===== src/rtl/hw_stack_pkg.sv =====
// ---------------------------------------------------------------------------
// hw_stack_pkg
// Shared types for the hardware stack: the per-edge operation encoding and
// the decoder that turns the push/pop strobes plus the current fill state
// into exactly one operation.
// ---------------------------------------------------------------------------
package hw_stack_pkg;

    // One operation per clock edge. The two error operations leave the
    // storage and the count untouched and only raise a sticky flag.
    typedef enum logic [2:0] {
        OP_IDLE      = 3'd0,
        OP_PUSH      = 3'd1,
        OP_POP       = 3'd2,
        OP_REPLACE   = 3'd3,
        OP_OVERFLOW  = 3'd4,
        OP_UNDERFLOW = 3'd5
    } stack_op_e;

    // push+pop on a non-empty stack overwrites the top in place (this also
    // covers the full case, so a replace never overflows). push+pop on an
    // empty stack has nothing to pop, so it is an underflow and the push is
    // discarded.
    function automatic stack_op_e decode_op(
        input logic push,
        input logic pop,
        input logic is_empty,
        input logic is_full
    );
        stack_op_e op;
        case ({push, pop})
            2'b10:   op = is_full  ? OP_OVERFLOW  : OP_PUSH;
            2'b01:   op = is_empty ? OP_UNDERFLOW : OP_POP;
            2'b11:   op = is_empty ? OP_UNDERFLOW : OP_REPLACE;
            default: op = OP_IDLE;
        endcase
        return op;
    endfunction

endpackage


===== src/rtl/hw_stack_if.sv =====
// ---------------------------------------------------------------------------
// hw_stack_if
// Control/data bundle between the control unit / datapath and the stack.
//   master (control unit + datapath): drives push, pop, data_in, clr_err;
//                                     observes data_out, count, empty, full,
//                                     overflow, underflow.
//   slave  (hw_stack):                the mirror image.
// WIDTH and DEPTH must match the hw_stack instance attached to it.
// ---------------------------------------------------------------------------
interface hw_stack_if #(
    parameter int WIDTH = 16,
    parameter int DEPTH = 16
);
    localparam int CW = $clog2(DEPTH + 1);

    logic             push;
    logic             pop;
    logic [WIDTH-1:0] data_in;
    logic             clr_err;
    logic [WIDTH-1:0] data_out;
    logic [CW-1:0]    count;
    logic             empty;
    logic             full;
    logic             overflow;
    logic             underflow;

    modport master (
        output push, pop, data_in, clr_err,
        input  data_out, count, empty, full, overflow, underflow
    );

    modport slave (
        input  push, pop, data_in, clr_err,
        output data_out, count, empty, full, overflow, underflow
    );

endinterface


===== src/rtl/stack_ram.sv =====
// ---------------------------------------------------------------------------
// stack_ram
// WIDTH x DEPTH storage for hw_stack: one synchronous write port, one
// asynchronous read port.
//   clk    in  rising-edge clock
//   we     in  write enable
//   waddr  in  write address
//   wdata  in  write data
//   raddr  in  read address
//   rdata  out read data, combinational from raddr
// ---------------------------------------------------------------------------
module stack_ram #(
    parameter int WIDTH = 16,
    parameter int DEPTH = 16,
    localparam int AW   = $clog2(DEPTH)
) (
    input  logic             clk,
    input  logic             we,
    input  logic [AW-1:0]    waddr,
    input  logic [WIDTH-1:0] wdata,
    input  logic [AW-1:0]    raddr,
    output logic [WIDTH-1:0] rdata
);

    logic [WIDTH-1:0] mem [DEPTH];

    // NOTE: the array has no reset; the stack's count alone decides which
    // entries are valid, so clearing storage would only cost logic and keep
    // it out of plain RAM.
    always_ff @(posedge clk) begin
        if (we) begin
            mem[waddr] <= wdata;
        end
    end

    assign rdata = mem[raddr];

endmodule


===== src/rtl/hw_stack.sv =====
// ---------------------------------------------------------------------------
// hw_stack
// Parametrised LIFO for the CPU call/return and data-stack path. The stack
// pointer is internal: the control unit only strobes push/pop, and the top
// of stack is always visible on data_out.
//   clk    in  rising-edge clock
//   reset  in  synchronous, active-high; overrides every other input
//   bus    slave side of hw_stack_if:
//          push, pop, data_in, clr_err  in
//          data_out  top of stack, 0 when empty
//          count     valid entries, 0..DEPTH
//          empty     count == 0
//          full      count == DEPTH
//          overflow  sticky, push rejected while full
//          underflow sticky, pop rejected while empty
// ---------------------------------------------------------------------------
module hw_stack
    import hw_stack_pkg::*;
#(
    parameter int WIDTH = 16,
    parameter int DEPTH = 16
) (
    input logic      clk,
    input logic      reset,
    hw_stack_if.slave bus
);

    localparam int AW = $clog2(DEPTH);
    localparam int CW = $clog2(DEPTH + 1);

    logic [CW-1:0]    count_q;
    logic             overflow_q;
    logic             underflow_q;

    logic             is_empty;
    logic             is_full;
    stack_op_e        op;

    logic [CW-1:0]    top_idx;
    logic             we;
    logic [AW-1:0]    waddr;
    logic [AW-1:0]    raddr;
    logic [WIDTH-1:0] rdata;

    assign is_empty = (count_q == '0);
    assign is_full  = (count_q == CW'(DEPTH));
    assign top_idx  = count_q - CW'(1);

    assign op = decode_op(bus.push, bus.pop, is_empty, is_full);

    // NOTE: every signal written here gets a value on every path, so the
    // block stays purely combinational and no latch is inferred.
    always_comb begin
        we    = 1'b0;
        waddr = AW'(count_q);
        if (!reset) begin
            case (op)
                OP_PUSH: begin
                    we    = 1'b1;
                    waddr = AW'(count_q);
                end
                OP_REPLACE: begin
                    we    = 1'b1;
                    waddr = AW'(top_idx);
                end
                default: ;
            endcase
        end
    end

    // When empty the read address is parked at 0 so it never leaves the
    // array for non-power-of-two depths; the word is masked off anyway.
    assign raddr = is_empty ? '0 : AW'(top_idx);

    stack_ram #(
        .WIDTH (WIDTH),
        .DEPTH (DEPTH)
    ) u_ram (
        .clk   (clk),
        .we    (we),
        .waddr (waddr),
        .wdata (bus.data_in),
        .raddr (raddr),
        .rdata (rdata)
    );

    // NOTE: state is updated with non-blocking assignments so every register
    // samples the pre-edge values, independent of statement order.
    always_ff @(posedge clk) begin
        if (reset) begin
            count_q     <= '0;
            overflow_q  <= 1'b0;
            underflow_q <= 1'b0;
        end else begin
            case (op)
                OP_PUSH: count_q <= count_q + CW'(1);
                OP_POP:  count_q <= top_idx;
                default: ;
            endcase
            // clr_err drops the old flag, but a fresh error in the same
            // cycle still sets it.
            overflow_q  <= (op == OP_OVERFLOW)  | (overflow_q  & ~bus.clr_err);
            underflow_q <= (op == OP_UNDERFLOW) | (underflow_q & ~bus.clr_err);
        end
    end

    assign bus.data_out  = is_empty ? '0 : rdata;
    assign bus.count     = count_q;
    assign bus.empty     = is_empty;
    assign bus.full      = is_full;
    assign bus.overflow  = overflow_q;
    assign bus.underflow = underflow_q;

endmodule

===== src/flat_wrapper.sv =====
// flat-port wrapper written by rule: the top's interface ports become plain ports
module hw_stack_flat import hw_stack_pkg::*;
#(
    parameter int WIDTH = 16,
    parameter int DEPTH = 16
)
  (clk, reset, bus_push, bus_pop, bus_data_in, bus_clr_err, bus_data_out, bus_count, bus_empty, bus_full, bus_overflow, bus_underflow);
  hw_stack_if #(.WIDTH(WIDTH), .DEPTH(DEPTH)) bus_i ();
  input logic clk;
  input logic reset;
  input wire logic [$bits(bus_i.push)-1:0] bus_push;
  input wire logic [$bits(bus_i.pop)-1:0] bus_pop;
  input wire logic [$bits(bus_i.data_in)-1:0] bus_data_in;
  input wire logic [$bits(bus_i.clr_err)-1:0] bus_clr_err;
  output wire logic [$bits(bus_i.data_out)-1:0] bus_data_out;
  output wire logic [$bits(bus_i.count)-1:0] bus_count;
  output wire logic [$bits(bus_i.empty)-1:0] bus_empty;
  output wire logic [$bits(bus_i.full)-1:0] bus_full;
  output wire logic [$bits(bus_i.overflow)-1:0] bus_overflow;
  output wire logic [$bits(bus_i.underflow)-1:0] bus_underflow;
  assign bus_i.push = bus_push;
  assign bus_i.pop = bus_pop;
  assign bus_i.data_in = bus_data_in;
  assign bus_i.clr_err = bus_clr_err;
  assign bus_data_out = bus_i.data_out;
  assign bus_count = bus_i.count;
  assign bus_empty = bus_i.empty;
  assign bus_full = bus_i.full;
  assign bus_overflow = bus_i.overflow;
  assign bus_underflow = bus_i.underflow;
  hw_stack #(.WIDTH(WIDTH), .DEPTH(DEPTH)) u_core (.clk(clk), .reset(reset), .bus(bus_i));
endmodule

===== config.mk =====
export PLATFORM = sky130hd
export DESIGN_NAME = hw_stack_flat
export DESIGN_NICKNAME = d
export VERILOG_FILES = /design/src/rtl/hw_stack_pkg.sv /design/src/rtl/hw_stack_if.sv /design/src/rtl/stack_ram.sv /design/src/rtl/hw_stack.sv /design/src/flat_wrapper.sv
export SDC_FILE = /design/constraint.sdc
export NUM_CORES = 1
export LEC_CHECK = 0
export ABC_CLOCK_PERIOD_IN_PS = 4900
export CAP_MARGIN = 0
export CORE_ASPECT_RATIO = 0.6
export CORE_MARGIN = 4
export CORE_UTILIZATION = 40
export CTS_CLUSTER_SIZE = 20
export DETAILED_ROUTE_END_ITERATION = 8
export DONT_BUFFER_PORTS = 1
export HOLD_SLACK_MARGIN = 0.05
export PLACE_DENSITY = 0.65
export SYNTH_ARGS = -nofsm -noshare
export SYNTH_HDL_FRONTEND = slang
export SYNTH_SLANG_ARGS = --single-unit
export TNS_END_PERCENT = 100

===== constraint.sdc =====
create_clock -name clk -period 4.9 [get_ports clk]
set_input_delay 1.225 -clock clk [delete_from_list [all_inputs] [get_ports clk]]
set_output_delay 1.225 -clock clk [all_outputs]
set_load 0.005 [all_outputs]

==> Yosys cells after proc, flatten, opt, wreduce, memory -nomap -nowiden <==
Memories as Yosys holds them, arrays and structs flattened.
Cells that the tools add are included.
W data, S select, Z words.
{ "classes": {"add_sub_neg": 2, "eq_ne": 9, "n_mux": 13, "bitwise_logic": 5, "reduce_logical": 3} }
{ "op_table": {"columns": ["operator", "n"], "rows": [
  ["$mux W16", 1],
  ["$mux W4", 3],
  ["$pmux W5 S2", 1],
  ["$mux W3", 3],
  ["$pmux W3 S3", 1],
  ["$eq A3 B2 Y1 const B", 2],
  ["$eq A3 B3 Y1 const B", 2],
  ["$add A5 B1 Y5 const B", 1],
  ["$eq A5 B5 Y1 const B", 1],
  ["$logic_not A5 Y1", 1],
  ["$sub A5 B1 Y5 const B", 1],
  ["$eq A2 B2 Y1 const B", 2],
  ["$mux W1", 4],
  ["$eq A3 B1 Y1 const B", 1],
  ["$and A1 B1 Y1", 2],
  ["$eq A2 B1 Y1 const B", 1],
  ["$or A1 B1 Y1", 2],
  ["$reduce_bool A2 Y1", 1],
  ["$reduce_or A2 Y1", 1],
  ["$not A1 Y1", 1]
]} }
{ "totals": {"regBits": 7, "ram_bits": 256, "inputBits": 21, "out_inout_bits": 25, "word_cells": 36, "mem_count": 1} }
{ "mem_list": {"columns": ["memory", "depth", "word_bits", "rd", "rd_clocked_by_memory_dff", "wr", "line_no", "text"], "rows": [
  ["u_core.u_ram.mem", 16, 16, 1, 0, 1, "stack_ram.sv:25", "logic [WIDTH-1:0] mem [DEPTH];"]
]} }

==> Longest topological paths before layout <==
Gate-level depths: netlist of the first run.
{ "logic_depth": {"ltp_word": 9, "mapped_depth": 14, "depth_no_buf": 8} }

==> Cells and area by module <==
A second synthesis of the first run with hierarchy kept.
{ "unflattened": {"cells_unflattened": 502, "hier_area_um2": 10391.2} }
{ "modules_own_cells": {"columns": ["mod", "n_inst", "cells_each", "area_each_um2", "seq_area_each_um2"], "rows": [
  ["stack_ram", 1, 416, 9723.1, 7687.4],
  ["hw_stack", 1, 86, 668.1, 140.1]
]} }

==> Worst setup path before layout of the first run <==
No wires, ideal clock.
{ "synth_timing": {"path_kind": "register to output", "from": "reg u_core.count_q[0], in the netlist u_core.bus.count[0]", "to": "out bus_data_out[10]", "arrival_time_ns": 2.711, "path_slack_ns": 0.964, "stages_incl_launch_ff": 12, "n_path_buf": 5, "cell_sequence": "dfxtp_1 buf_2 inv_2 buf_1 ha_1 or4b_1 buf_2 clkbuf_1 buf_1 nand3_1 a32o_1 nor4_1"} }
{ "synth_between": {"elab_chain_len": 4, "word_cells_on_any_way": 5, "classes_between": "add/sub (1); mux (2); reduce/logical (1); memory (1)"} }
{ "synth_lines": {"columns": ["element", "line_no", "text"], "rows": [
  ["start: declaration", "hw_stack.sv:31", "logic [CW-1:0] count_q;"],
  ["start signal: assignment", "hw_stack.sv:96", "OP_PUSH: count_q <= count_q + CW'(1);"],
  ["start signal: assignment", "hw_stack.sv:97", "OP_POP: count_q <= top_idx;"],
  ["$sub A5 B1 Y5 or $logic_not A5 Y1 (tied branches)", "hw_stack.sv:47, hw_stack.sv:45", null],
  ["$mux W4", "hw_stack.sv:73", "assign raddr = is_empty ? '0 : AW'(top_idx);"],
  ["$mem_v2 Z16 W16", null, null],
  ["$mux W16 *", "hw_stack.sv:107", "assign bus.data_out = is_empty ? '0 : rdata;"],
  ["end: declaration", "flat_wrapper.sv:15", "output wire logic [$bits(bus_i.data_out)-1:0] bus_data_out;"]
]} }
Mark *: on every way between the ends. The rest lies on a longest branch, timed or not.

==> Worst setup path in the final report of the first run <==
{ "layout_timing": {"from": "reg u_core.count_q[0], in the netlist u_core.bus.count[0]", "to": "out bus_data_out[12]"} }
Same word-level chain as after synthesis.

==> results of run 1 <==
-- per-layer routing --
layer  global-route usage, %  routed length [um]  part of all wire, %  vias up
met5                       0                   0                    0        -
met4                    4.41                 558                  2.0        0
met3                    3.53                2150                  7.9       40
met2                    26.1               11900                   44      315
met1                    27.0               12600                   46     3541
li1                        -                   -                    -     3182
-- metrics by stage --
step	util, %	cell area, sq um	hold WS, ns	worst slack [ns]	power, mW
2_1_floorplan	-	11100	0.476	0.964	4.01
3_3_place_gp	44.0	11800	0.510	0.709	4.75
3_5_place_dp	44.0	11800	0.522	0.598	4.77
4_1_cts	46.8	12600	0.541	0.0184	6.57
5_1_grt	46.9	12600	0.615	0.0677	6.89
6_report	46.9	12600	0.532	0.249	6.57
-- state kept, by name, summed over array words and instances, names as in the netlist --
| register | flops |
|---|---|
| u_core.u_ram.mem | 256 |
| u_core.bus.count | 5 |
| u_core.bus.overflow | 1 |
| u_core.bus.underflow | 1 |
-- kinds of logic after synthesis --
| logic type | count (synthesis) | share of synthesized area, % |
|---|---|---|
| xor+xnor | 7 | 0.551 |
| buf+inv | 67 | 2.63 |
| flops | 263 | 70.3 |
| fa+ha+maj | 3 | 0.337 |
| compound gates | 173 | 10.1 |
| simple gates | 230 | 9.93 |
| mux | 60 | 6.11 |
-- placed cells by master, fill, tap and decap left out, drive strengths merged, types with 4 or more instances in the layout --
cell and n:
o31ai 5, nor2b 8, mux2i 50, buf 55
o22ai 4, nor2 44, mux4 6, a21oi 53
a22oi 7, mux2 4, nand3 47, a32o 5
a31oi 16, o21ai 29, o211ai 10, a221o 9
or3 6, nor4 8, clkbuf 30, dfxtp 7
clkinv 11, edfxtp 256, a311oi 9, a211oi 18
inv 6, nand2 52, xnor2 5, nor3 56
-- worst min-delay path by stage --
stage                               end  slack [ns]  depth (start not counted)
floorplan           u_core.bus.overflow        0.48                          2
finish              u_core.bus.overflow        0.53                          2
CTS                 u_core.bus.overflow        0.54                          2
global placement    u_core.bus.overflow        0.51                          2
global route        u_core.bus.overflow        0.61                          2
detailed placement  u_core.bus.overflow        0.52                          2
-- power breakdown --
| part | switching, mW | internal [mW] | total, mW |
|---|---|---|---|
| logic | 1.39 | 0.800 | 2.19 |
| clock network | 0.827 | 0.990 | 1.82 |
| registers | 0.0383 | 2.53 | 2.56 |
-- critical path, cell delays in order (launching register included) --
cell and delay, ns:
dfxtp_4 0.35, buf_4 0.33, o31a_1 0.48, nor2_1 0.53, or3_1 0.52, nor3_1 0.13
nor3_1 0.37, buf_4 0.19
-- layout make-up --
class | instances | area share (%)
Sequential cell | 263 | 62.2
Timing Repair Buffer | 55 | 3.48
Multi-Input combinational cell | 473 | 24.6
Inverter | 7 | 0.248
Clock buffer | 30 | 5.11
Clock inverter | 14 | 0.784
Tap cell | 360 | 3.57
-- timing repair --
action / in CTS / in global routing
endpoints found under the setup margin: 0 / 14
hold buffers: 0 / 0
resized for setup: 0 / 7
==> impl_metrics.yaml, run 1 <==
placement:
  dp_hpwl_um: 17500
  gp_congestion: 0.840
  place_inst: 1158
  port_buffers: 0
min_path:
  hold_path_class: "reg2reg"
  hold_path.startpoint: "u_core.bus.overflow"
clock_network:
  htree_levels: 1
  cts_tree: "done"
  cts-root-buf: "clkbuf_16"
  numCtsBuffers: 24
  clkSinkCount: 263
  post_cts_buffers: 0
  insertion_delay_ns: 0.53
  cts_buffer_depth: 3
  path_clk_slew_ns: 0.07
timing:
  finalSetupViolCount: 0
  slew_headroom_pct: 45.3
  min_period_ns: 4.65
  worst_slew_pin_slew_ns: 0.810
  maxSlewViolCount: 0
  rsz0062_at_grt: "false"
  fmax_mhz: 215
  finalCritPeriodShare_pct: 94.9
  setup-tns-final_ns: 0
  finalClockSkew_ns: 0.0153
  hold_violations: 0
floorplanning:
  dieArea_sq_um: 30700
  start_util_pct: 41.4
  die_y_um: 137
  die_w_um: 223
  rows: 46
  core_area_sq_um: 26900
  num_io_pins: 46
worst_setup_path:
  r2r_setup_slack_ns: 1.42
  rr_endpoint: "u_core.u_ram.mem[14][6]"
  cp.required_ns: 3.67
  arrival_ns: 3.43
  worstSetupStartpoint: "u_core.bus.count[0]"
  reg2reg_from: "u_core.bus.count[1]"
  worstSetupStartpointType: "register"
  endpoint: "bus_data_out[12]"
  setup.worst_path.end_class: "output pin"
  path_class: "reg2out"
  path_max_fanout: 58
  reg2reg_depth: 9
drt:
  vias_per_cell: 5.89
  postRouteAntennaNets: 0
  wl_per_cell_um: 22.7
  drt_wl_total_um: 27200
  drtPass1Iterations: 5
  drc: 0
  num_vias: 7078
  drt_iter0_drc: 953
logic_synthesis:
  synth_flop_cell: "edfxtp_1"
  yosys.area.top_type: "edfxtp_1"
  synth-edff-count: 256
  yosys_warnings: 0
  async_reset_ff_share_pct: 0
  ys_types: 51
  ys_seq_area_share_pct: 70.3
  syn-cell-area_sq_um: 11100
  synth.most_common_cell: "edfxtp_1"
  synth_cells: 803
  ys_top_cells_by_count: "256 x edfxtp_1, 56 x nor3_1, 53 x a21oi_1, 52 x nand2_1, 50 x mux2i_1"
  synth_top_cell_area_share_pct: 69.0
  ys_ff_latch: 263
  yosys-top-cells-area: "edfxtp_1 69%, mux2i_1 4.5%, nor3_1 2.5%, a21oi_1 2.4%, nand3_1 2.1%"
  syn_nets: 827
  syn_area_per_cell_sq_um: 13.9
cells_and_area:
  multi_input_area_sq_um: 3100
  synthToLayoutAreaGrowth_pct: 13.2
  drive_gt1_share_pct: 14.6
  seq_area_sq_um: 7830
  n_antenna_cell: 0
  nNetsFinal: 848
  fillers: 2309
  fin_cells: 1202
grt:
  grt-ovfl-total: 0
  antenna_found_initial: 0
  grt_pass1_wl_um: 41700
  grt_max_degree: 59
  grt_usage_pct: 17.7
  grt_pass1_vias: 6697
run:
  drv_cap: 0
power:
  ir_worst_vdd_v: 0.000283
  power_density_nw_per_um2: 522
  leakagePower_nw: 4.05
status:
  outcome: "completed"
Note: power is estimated with default switching activity, not from simulation.
==> run 2: changes to the inputs <==
--- a/config.mk
+++ b/config.mk
@@ -6,7 +6,7 @@
 export NUM_CORES = 1
 export LEC_CHECK = 0
 export ABC_CLOCK_PERIOD_IN_PS = 4900
-export CAP_MARGIN = 0
+export CAP_MARGIN = 30
 export CORE_ASPECT_RATIO = 0.6
 export CORE_MARGIN = 4
 export CORE_UTILIZATION = 40
==> results of run 2 <==
The final DEF is identical to that of run 1; final timing and power are the same.
